==> config.mk <==
export PLATFORM = sky130hd
export DESIGN_NAME = otdr_pulse_burst_gen
export DESIGN_NICKNAME = d
export VERILOG_FILES = /design/src/rtl/otdr_pkg.sv /design/src/rtl/otdr_down_counter.sv /design/src/rtl/otdr_pulse_burst_gen.sv
export SDC_FILE = /design/constraint.sdc
export NUM_CORES = 1
export LEC_CHECK = 0
export CAP_MARGIN = 0
export CORE_UTILIZATION = 60
export CTS_BUF_LIST = sky130_fd_sc_hd__clkbuf_16
export CTS_CLUSTER_DIAMETER = 100
export DETAILED_ROUTE_END_ITERATION = 7
export GPL_TIMING_DRIVEN = 0
export PLACE_DENSITY = 0.83
export SKIP_CTS_REPAIR_TIMING = 1
export SLEW_MARGIN = 10
export SYNTH_ARGS = -nofsm -noshare
export SYNTH_HDL_FRONTEND = slang
export SYNTH_SLANG_ARGS = --single-unit
==> constraint.sdc <==
create_clock -name clock -period 3.7 [get_ports clock]
set_input_delay 0.74 -clock clock [delete_from_list [all_inputs] [get_ports clock]]
set_output_delay 0.74 -clock clock [all_outputs]
set_load 0.02 [all_outputs]
==> src/rtl/otdr_pkg.sv <==
// Shared definitions for the OTDR pulse burst generator: FSM encoding and default widths.
package otdr_pkg;
  localparam int CNT_W_DEF   = 16;
  localparam int BURST_W_DEF = 8;

  typedef enum logic [1:0] {
    IDLE   = 2'd0,
    HIGH   = 2'd1,
    LOW    = 2'd2,
    FINISH = 2'd3
  } state_e;
endpackage

==> src/rtl/otdr_down_counter.sv <==
// Loadable down counter; tc marks the last cycle of a loaded interval (count == 1).
module otdr_down_counter #(
  parameter int CNT_W = 16
) (
  input  logic             clock,
  input  logic             reset_async,
  input  logic             load,
  input  logic [CNT_W-1:0] load_val,
  input  logic             en,
  output logic             tc
);
  logic [CNT_W-1:0] cnt;

  // Stops at zero rather than wrapping to the maximum value.
  always_ff @(posedge clock or negedge reset_async) begin
    if (!reset_async)            cnt <= '0;
    else if (load)               cnt <= load_val;
    else if (en && cnt != '0)    cnt <= cnt - 1'b1;
  end

  assign tc = (cnt == CNT_W'(1));
endmodule

==> src/rtl/otdr_pulse_burst_gen.sv <==
// Laser-drive pulse burst generator (finite or continuous) with acquisition trigger.
// Define PULSE_GEN_STATUS_EN to add the pulse_index status output.
module otdr_pulse_burst_gen
  import otdr_pkg::*;
#(
  parameter int CNT_W   = CNT_W_DEF,
  parameter int BURST_W = BURST_W_DEF
) (
  input  logic               clock,
  input  logic               reset_async,
  input  logic               start,
  input  logic               abort,
  input  logic [CNT_W-1:0]   pulse_width,
  input  logic [CNT_W-1:0]   pulse_period,
  input  logic [BURST_W-1:0] pulse_count,
  output logic               pulse_out,
  output logic               acq_trig,
  output logic               busy,
  output logic               done,
  output logic               cfg_err
`ifdef PULSE_GEN_STATUS_EN
  ,
  output logic [BURST_W-1:0] pulse_index
`endif
);
  state_e             state;
  logic [CNT_W-1:0]   w_sh, lo_sh;
  logic [BURST_W-1:0] n_sh, pulses;
  logic               abort_pend;
  logic               cfg_ok, accept, hi_tc, lo_tc, end_burst;
  logic               hi_load, lo_load;
  logic [CNT_W-1:0]   hi_val;

  assign cfg_ok    = (pulse_width != '0) && (pulse_period > pulse_width);
  assign accept    = (state == IDLE) && start && cfg_ok;
  // An abort arriving on the final LOW cycle still ends the burst there.
  assign end_burst = ((n_sh != '0) && (pulses == n_sh)) || abort_pend || abort;
  assign hi_load   = accept || ((state == LOW) && lo_tc && !end_burst);
  assign hi_val    = (state == IDLE) ? pulse_width : w_sh;
  assign lo_load   = (state == HIGH) && hi_tc;

  otdr_down_counter #(.CNT_W(CNT_W)) u_hi_cnt (
    .clock       (clock),
    .reset_async (reset_async),
    .load        (hi_load),
    .load_val    (hi_val),
    .en          (state == HIGH),
    .tc          (hi_tc)
  );

  otdr_down_counter #(.CNT_W(CNT_W)) u_lo_cnt (
    .clock       (clock),
    .reset_async (reset_async),
    .load        (lo_load),
    .load_val    (lo_sh),
    .en          (state == LOW),
    .tc          (lo_tc)
  );

  always_ff @(posedge clock or negedge reset_async) begin
    if (!reset_async) begin
      state      <= IDLE;
      pulse_out  <= 1'b0;
      acq_trig   <= 1'b0;
      busy       <= 1'b0;
      done       <= 1'b0;
      cfg_err    <= 1'b0;
      w_sh       <= '0;
      lo_sh      <= '0;
      n_sh       <= '0;
      pulses     <= '0;
      abort_pend <= 1'b0;
    end else begin
      acq_trig <= 1'b0;
      done     <= 1'b0;
      cfg_err  <= 1'b0;
      case (state)
        IDLE: begin
          abort_pend <= 1'b0;
          if (start && !cfg_ok) begin
            cfg_err <= 1'b1;
          end else if (accept) begin
            w_sh      <= pulse_width;
            lo_sh     <= pulse_period - pulse_width;
            n_sh      <= pulse_count;
            pulses    <= BURST_W'(1);
            state     <= HIGH;
            pulse_out <= 1'b1;
            acq_trig  <= 1'b1;
            busy      <= 1'b1;
          end
        end
        HIGH: begin
          if (abort) abort_pend <= 1'b1;
          if (hi_tc) begin
            state     <= LOW;
            pulse_out <= 1'b0;
          end
        end
        LOW: begin
          if (abort) abort_pend <= 1'b1;
          if (lo_tc) begin
            if (end_burst) begin
              state <= FINISH;
              done  <= 1'b1;
              busy  <= 1'b0;
            end else begin
              state     <= HIGH;
              pulse_out <= 1'b1;
              acq_trig  <= 1'b1;
              // Saturate so continuous mode never wraps back into a count match.
              if (pulses != {BURST_W{1'b1}}) pulses <= pulses + 1'b1;
            end
          end
        end
        FINISH: begin
          state      <= IDLE;
          abort_pend <= 1'b0;
        end
        default: state <= IDLE;
      endcase
    end
  end

`ifdef PULSE_GEN_STATUS_EN
  assign pulse_index = pulses;
`endif
endmodule
# After elaboration in Yosys (flattened, before gate mapping)
# Index checks and enable logic that the tools add are counted.
# word_totals
inputBits,44
regBits,88
# classes
n_mux,38
n_eq_ne,15
bitwise,1
n_reduce_logical,31
n_addsub,4
magnitude_cmp,1
# ops
operator,n
2-to-1 mux 16 bit,5
nonzero test 16 bit,3
2-to-1 mux 8 bit,5
equality test 16 x 1 -> 1 bit (second input constant),2
subtractor 16 x 1 -> 16 bit (second input constant),2
2-to-1 mux 1 bit,17
> comparator 16 bit,1
case mux 8 bit (2 select lines),1
subtractor 16 bit,1
inequality test 2 bit (second input constant),7
AND reduction 6 bit,2
logical AND 1 bit,10
2-to-1 mux 2 bit,5
adder 8 x 1 -> 8 bit (second input constant),1
equality test 8 bit,1
inequality test 8 bit (second input constant),1
case mux 2 bit (4 select lines),1
nonzero test 8 bit,1
case mux 1 bit (2 select lines),3
nonzero test 2 bit,3
AND reduction 5 bit,1
equality test 2 bit (second input constant),2
AND reduction 4 bit,1
OR reduction 2 bit,2
9 further kinds,12

# Logic depth before layout (Yosys ltp)
# Gate-level depths: netlist of run 1.
# logic_depth
word_depth,8
depth_mapped,13
depth_no_buf,10

# Cells and area by module
# From an unflattened synthesis of run 1, not the netlist that was laid out.
# hier_totals
cells_unflattened,633
hier_area_um2,5749.3
# by_module_without_submodules
module,seq_area_each_um2,area_each_um2,cells_per_inst,n_inst
otdr_pulse_burst_gen,1401.3,3544.6,369,1
otdr_down_counter,400.4,1102.3,132,2

# Least setup slack after synthesis of run 1
# Ideal clock, no wire load.
# synth_path
path_type,input to register
startpoint,in pulse_period[0]
endpoint,reg lo_sh[10]
stages,12
t_required_ps,3575
arrival_time_ps,3046
setup_time_ps,125
path_slack_ps,529
path_cell_list,inv_1 -> ha_1 -> fa_1 -> nor2b_1 -> o31a_2 -> o21ai_2 -> o31a_2 -> buf_2 -> nor2_1 -> buf_4 -> buf_4 -> mux2_2
# synth_via
elab_chain_len,6
# synth_lines
element,line,rtl
from (decl),otdr_pulse_burst_gen.sv:14,"input logic [CNT_W-1:0] pulse_period,"
> comparator 16 bit,otdr_pulse_burst_gen.sv:34,assign cfg_ok = (pulse_width != '0) && (pulse_period > pulse_width);
logical AND 1 bit,otdr_pulse_burst_gen.sv:34,
zero test 1 bit,otdr_pulse_burst_gen.sv:80,if (start && !cfg_ok) begin
logical AND 1 bit,otdr_pulse_burst_gen.sv:80,
NOT 1 bit (no source line),-,
AND reduction 3 bit (no source line),-,
to (signal assigned),otdr_pulse_burst_gen.sv:84,lo_sh <= pulse_period - pulse_width;
to (decl),otdr_pulse_burst_gen.sv:27,"logic [CNT_W-1:0] w_sh, lo_sh;"
# Parallel ways exist; a longest one is shown, timed or not.
# A chain may end at the register's enable or synchronous reset.

# Final worst setup path of run 1
# layout_path
startpoint,in pulse_period[0]
endpoint,reg w_sh[1]
# layout_via
elab_chain_len,6
# layout_lines
element,line,rtl
> comparator 16 bit *,otdr_pulse_burst_gen.sv:34,
logical AND 1 bit *,otdr_pulse_burst_gen.sv:34,
zero test 1 bit,otdr_pulse_burst_gen.sv:80,
logical AND 1 bit,otdr_pulse_burst_gen.sv:80,
NOT 1 bit (no source line),-,
AND reduction 3 bit (no source line) *,-,
to (signal assigned),otdr_pulse_burst_gen.sv:83,w_sh <= pulse_width;
to (decl),otdr_pulse_burst_gen.sv:27,
# Mark *: on every way between the ends. The rest lies on a longest branch, timed or not.

==> metrics.md, run 1 <==
| Metric | Value |
|---|---|
| Crit-path cells | `clkdlybuf4s50_1 > inv_1 > ha_1 > fa_1 > nor2b_1 > o31a_2 > o21ai_2 > o31a_2 > buf_2 > nor2_4 > buf_6 > buf_6 > mux2_2` |
| Adder-Cell Fraction of Synth Area | `0.0610` |
| Post-synth EDFFs | `0` |
| RSZ-0062 raised after global routing | `false` |
| Post-DRT Antenna Nets | `0` |
| Largest net degree at the start of global routing | `60` |
| Cell taking the most area after synthesis | `dfrtp_1` |
| Synth area leaders | `dfrtp_1, mux2_2, mux2i_1, ha_1, xnor2_1` |
| 1st-iter DRT viols | `257` |
| Post-Synth XOR/XNOR Area | `0.0706` |
| Async set-reset flop share out of synthesis | `1.00` |
| Pwr Density | `320 nW/um2` |
| Number of H-tree levels | `3` |
| Die X | `between 90 and 100 um` |
| Crit path DAT | `3.83 ns` |
| Final Util | `0.735` |
| Crit share post-route | `0.976` |
| Antenna violations before repair | `0` |
| Vias per cell | `between 6 and 7` |
| Most numerous cell in the Yosys netlist | `dfrtp_1` |
| WL/cell | `approximately 18 um` |
| Ant. Diodes | `0` |
| CP Class | `in -> reg` |
| Final Slew Violations | `0` |
| Status | `finished, final reports clean` |
| Final #Nets | `around 670` |
| Root buffer cell | `clkbuf_16` |
| Routability cong. | `0.878` |
| Area growth syn-to-layout | `18.0%` |
| Port Buffers | `between 40 and 50` |
| Fmax | `around 280 MHz` |
| Period minus WS final | `~3.6 ns` |
| Worst path slowest cell | `clkdlybuf4s50_1` |
| Slew HR | `0.479` |
| Slew @ Worst Pin | `0.772 ns` |
| Multiplexer share of the synthesized area | `0.144` |
| Yosys warning total | `0` |
| Pre-Repair DR Iteration Count | `5` |
| Cts bufs inserted | `9` |
| Setup_tns | `0 ns` |
| CP top delay family | `buffers and inverters` |
| Max cap viols | `0` |
| Total number of vias | `4304` |
| CP Capture Type | `flop` |
| Largest family of logic cells by synthesized area | `simple AND/OR/NAND/NOR gates` |
| Drt total wl | `around 13 mm` |
| Final Hold Fails | `0` |
| Most common flop cell mapped by yosys | `dfrtp_1` |
| Overflow left after global routing | `0` |
| Initial Util | `0.623` |
| Worst path bufs/invs | `5` |
| Die H | `roughly 97 um` |
| Most frequent cells after synthesis | `dfrtp_1, nor2_1, mux2_2` |
| First-pass GRT wire length | `21.0 mm` |
| Register area share after synthesis | `0.403` |
| VDD IR max | `between 0.0002 and 0.00025 V` |
| Synth Area in Compound Gates | `0.119` |
| Synthesized net count | `a little over 600` |
| Longest Clk Path Bufs | `2` |
| Fill count | `about 610` |
| Top Ports | `just under 50` |
| CP Launch Type | `primary input` |
| Clk_skew | `0.0131 ns` |
| Crit-path max FO | `10` |
| LEAKAGE | `between 2 and 3 nW` |
| Synth unique cells | `63` |
| Setup violations, final | `0` |
| Vias in the first global route | `4372` |
| Cell area after synthesis | `about 5500 um2` |
| Layout cells sized above 1 | `0.150` |
| Top cell type's share of synthesized area | `0.403` |
| Simple-Gate Fraction of Synth Area | `0.162` |
| Gate Count Post-Synth | `536` |
| Worst path required time | `3.92 ns` |
| Worst skew pair latency | `between 0.3 and 0.4 ns` |
| # clock sinks | `88` |
| Yosys reg bits | `between 80 and 90` |
| Die area | `around 9500 um2` |
| Synthesized area per cell | `around 10 um2` |
| Dpl ws | `-0.447 ns` |
| Core box area | `slightly below 9000 um2` |
| DP HPWL | `between 9 and 10 mm` |
| Setup WS post-layout | `between 0.08 and 0.09 ns` |
| Rows | `34` |
| # DRC | `0` |
| Slowest stage delay, CP | `about 0.46 ns` |
| TritonCTS clock tree | `built` |
| Clk slew on worst S/H paths | `about 0.070 ns` |
| Hold Crit Class | `in -> async` |
| Total global-route track usage | `0.276` |
-- layout by cell type, fill, tap and decap left out, types with 10 or more instances in the layout --
cell / n
mux2i_1: 34
nor2_1: 45
nand3_1: 13
clkdlybuf4s50_1: 46
xor2_1: 19
inv_1: 30
a21oi_1: 30
o21ai_0: 21
ha_1: 25
mux2_2: 37
o21a_1: 12
dfrtp_1: 88
nand2_1: 29
xnor2_1: 25
nand3b_1: 10
-- kinds of logic (layout without fill, tap and decap cells) --
family	Yosys count	after routing
and+or+nand+nor	161	161
adders and majority gates	26	26
DFF	88	88
buffers and inverters	47	117
xor gates and xnor gates	44	44
muxes	73	73
AOI/OAI and AO/OA	97	97
-- state kept, by name, indices dropped and copies added (netlist names) --
name          cells
abort_pend        1
acq_trig          1
busy              1
cfg_err           1
done              1
lo_sh            16
n_sh              8
pulse_out         1
pulses            8
state             2
u_hi_cnt.cnt     16
u_lo_cnt.cnt     16
w_sh             16
-- cell type report --
class	instances	area (um2)	share of cell area
multi-input cells	401	3050	0.473
flip-flops and latches	88	2200	0.342
repair buffers	54	546	0.0847
clock buffers	9	225	0.0350
well taps	108	135	0.0210
plain buffers	17	120	0.0186
inverters	30	113	0.0175
clock inverters	7	52.6	0.00816
-- path summary, 6_finish.rpt --
path | from | end | slack, ns | cells after the start
setup / recovery | pulse_period[0] | w_sh[1] | 0.09 | 13
hold / removal | reset_async | pulses[2] | 0.32 | 1
setup reg to reg | state[1] | u_hi_cnt.cnt[7] | 1.05 | 8
hold reg to reg | lo_sh[1] | u_lo_cnt.cnt[1] | 0.49 | 1
max in group asynchronous | reset_async | u_lo_cnt.cnt[0] | 2.75 | 2
min in group clock | lo_sh[1] | u_lo_cnt.cnt[1] | 0.49 | 1
-- per-layer routing --
metal  track usage  vias up  wire, um
li1              -     2031         -
met1         0.363     2119      5540
met2         0.462      133      6100
met3        0.0374       21       568
met4         0.113        0       289
met5             0        -         0
-- report_power, final --
| part | internal (mW) | switching (mW) |
|---|---|---|
| Combinational | 0.110 | 0.128 |
| Sequential | 0.962 | 0.0000000000000000154 |
| Clock | 0.460 | 0.399 |
| Total | 1.53 | 0.527 |
-- through the flow --
stage	power, mW	cells	hold WS, ns	area (um2)
floorplan	1.10	536	0.444	5460
global placement	1.20	692	0.471	6080
detailed placement	1.21	693	0.478	6100
CTS	2.06	709	0.336	6380
global route	2.12	714	0.348	6440
finish	2.06	714	0.318	6440
Note: power is estimated with default switching activity, not from simulation.
==> run 2: changes to the inputs <==
--- a/config.mk
+++ b/config.mk
@@ -6,12 +6,12 @@
 export NUM_CORES = 1
 export LEC_CHECK = 0
 export CAP_MARGIN = 0
-export CORE_UTILIZATION = 60
+export CORE_UTILIZATION = 25
 export CTS_BUF_LIST = sky130_fd_sc_hd__clkbuf_16
 export CTS_CLUSTER_DIAMETER = 100
 export DETAILED_ROUTE_END_ITERATION = 7
 export GPL_TIMING_DRIVEN = 0
-export PLACE_DENSITY = 0.83
+export PLACE_DENSITY = 0.41
 export SKIP_CTS_REPAIR_TIMING = 1
 export SLEW_MARGIN = 10
 export SYNTH_ARGS = -nofsm -noshare
==> metrics.md, run 2 (synthesis results as in run 1) <==
| Metric | Value |
|---|---|
| Status | `finished, final reports clean` |
| Vias per cell | `4.69` |
| Pre-Repair DR Iteration Count | `4` |
| Most common cell after layout, fill and taps aside | `dfrtp_1` |
| Final instance area | `between 6000 and 7000 um2` |
| Slew HR | `0.427` |
| Period minus WS final | `roughly 3.5 ns` |
| Post-Layout Cell Count | `just under 900` |
| First-pass GRT wire length | `~23 mm` |
| Worst hold margin | `roughly 0.38 ns` |
| Commonest cells after routing, fill and taps aside | `dfrtp_1, clkdlybuf4s50_1, nor2_1` |
| Drt total wl | `around 14 mm` |
| Die X | `roughly 150 um` |
| CP Class | `in -> reg` |
| Crit-path max FO | `10` |
| 1st-iter DRT viols | `188` |
| Final Slew Violations | `0` |
| DP HPWL | `between 10 and 15 mm` |
| Die area | `between 20000 and 25000 um2` |
| RSZ-0062 raised after global routing | `false` |
| Most used routing layer | `met2` |
| Root buffer cell | `clkbuf_16` |
| Core box area | `between 20000 and 25000 um2` |
| VDD IR max | `approximately 0.00021 V` |
| Top Ports | `slightly below 50` |
| WL/cell | `approximately 16 um` |
| Area growth syn-to-layout | `22.2%` |
| Vias in the first global route | `between 4000 and 5000` |
| Crit share post-route | `0.949` |
| Total number of vias | `slightly above 4000` |
| Max cap viols | `0` |
| Final Util | `0.315` |
| Longest Clk Path Bufs | `2` |
| Met3 Use GR | `0.0326` |
| Clk_skew | `approximately 0.0083 ns` |
| Layout cells sized above 1 | `0.150` |
| Grt met2 use | `0.216` |
| Setup_tns | `0 ns` |
| Overflow left after global routing | `0` |
| Crit path DAT | `roughly 3.8 ns` |
| Initial Util | `0.257` |
| Final Hold Fails | `0` |
| Total global-route track usage | `0.138` |
| Fill count | `about 2200` |
| Slew @ Worst Pin | `0.852 ns` |
| Dpl cell area | `~6300 um2` |
| Final #Nets | `670` |
| CP Capture Type | `flop` |
| Port Buffers | `48` |
| Hold Crit Class | `in -> async` |
| # clock sinks | `88` |
| Number of H-tree levels | `3` |
| Routability cong. | `~0.76` |
| Grt met1 use | `0.186` |
| Antenna violations before repair | `0` |
| Setup violations, final | `0` |
| Largest net degree at the start of global routing | `49` |
| Worst skew pair latency | `0.35 ns` |
| Post-DRT Antenna Nets | `0` |
| LEAKAGE | `2.88 nW` |
| Ant. Diodes | `0` |
| # DRC | `0` |
| Clk slew on worst S/H paths | `around 0.07 ns` |
| Fmax | `approximately 280 MHz` |
| Pwr Density | `between 300 and 400 nW/um2` |
| Worst path required time | `3.93 ns` |
| TritonCTS clock tree | `built` |
| Cts bufs inserted | `9` |
| Rows | `53` |
| CP Launch Type | `primary input` |
| Placed cell count | `860` |
| Die H | `between 100 and 150 um` |
==> run 2: layer usage <==
metal | up-vias | share of wire
met1 | 2014 | 0.50
met3 | 13 | 0.036
met2 | 63 | 0.45
met5 | - | 0
met4 | 0 | 0.015
li1 | 2035 | -
==> run 2: worst paths after layout <==
check                                 from                to  slack (ns)  depth (start not counted)
min                            reset_async           n_sh[2]        0.38                          1
min in group clock               lo_sh[14]         lo_sh[14]        0.50                          1
min reg2reg                      lo_sh[14]         lo_sh[14]        0.50                          1
max                        pulse_period[0]           w_sh[4]        0.19                         13
max reg2reg                       state[1]   u_hi_cnt.cnt[7]        1.03                          6
max in group asynchronous      reset_async  u_lo_cnt.cnt[10]        2.66                          2
==> run 2: stage by stage <==
step / power (mW) / setup WS [ns]
6_report: 2.17 / 0.187
5_1_grt: 2.27 / 0.0135
4_1_cts: 2.20 / -0.173
3_5_place_dp: 1.22 / -0.547
3_3_place_gp: 1.22 / -1.69
2_1_floorplan: 1.10 / 0.529
==> run 2: final cells by class <==
cell class | count | area (um2) | share of cell area
multi-input combinational | 401 | 3050 | 0.457
tap | 275 | 344 | 0.0516
clock buffer | 9 | 225 | 0.0337
sequential | 88 | 2200 | 0.330
clock inverter | 7 | 78.8 | 0.0118
timing repair buffer | 54 | 546 | 0.0817
buffer | 16 | 115 | 0.0172
inverter | 30 | 113 | 0.0169
==> run 2: critical path, cell delays in order <==
cell	delay, ns
clkdlybuf4s50_1	0.46
inv_1	0.06
ha_1	0.21
fa_1	0.42
nor2b_2	0.16
o31a_2	0.17
o21ai_2	0.11
o31a_2	0.40
buf_2	0.21
nor2_4	0.14
buf_6	0.16
buf_8	0.17
mux2_2	0.34
==> run 2: power by group <==
group	switching [mW]	internal, mW
sequential	0.0000000000000000105	0.961
combinational	0.131	0.110
clock	0.431	0.533
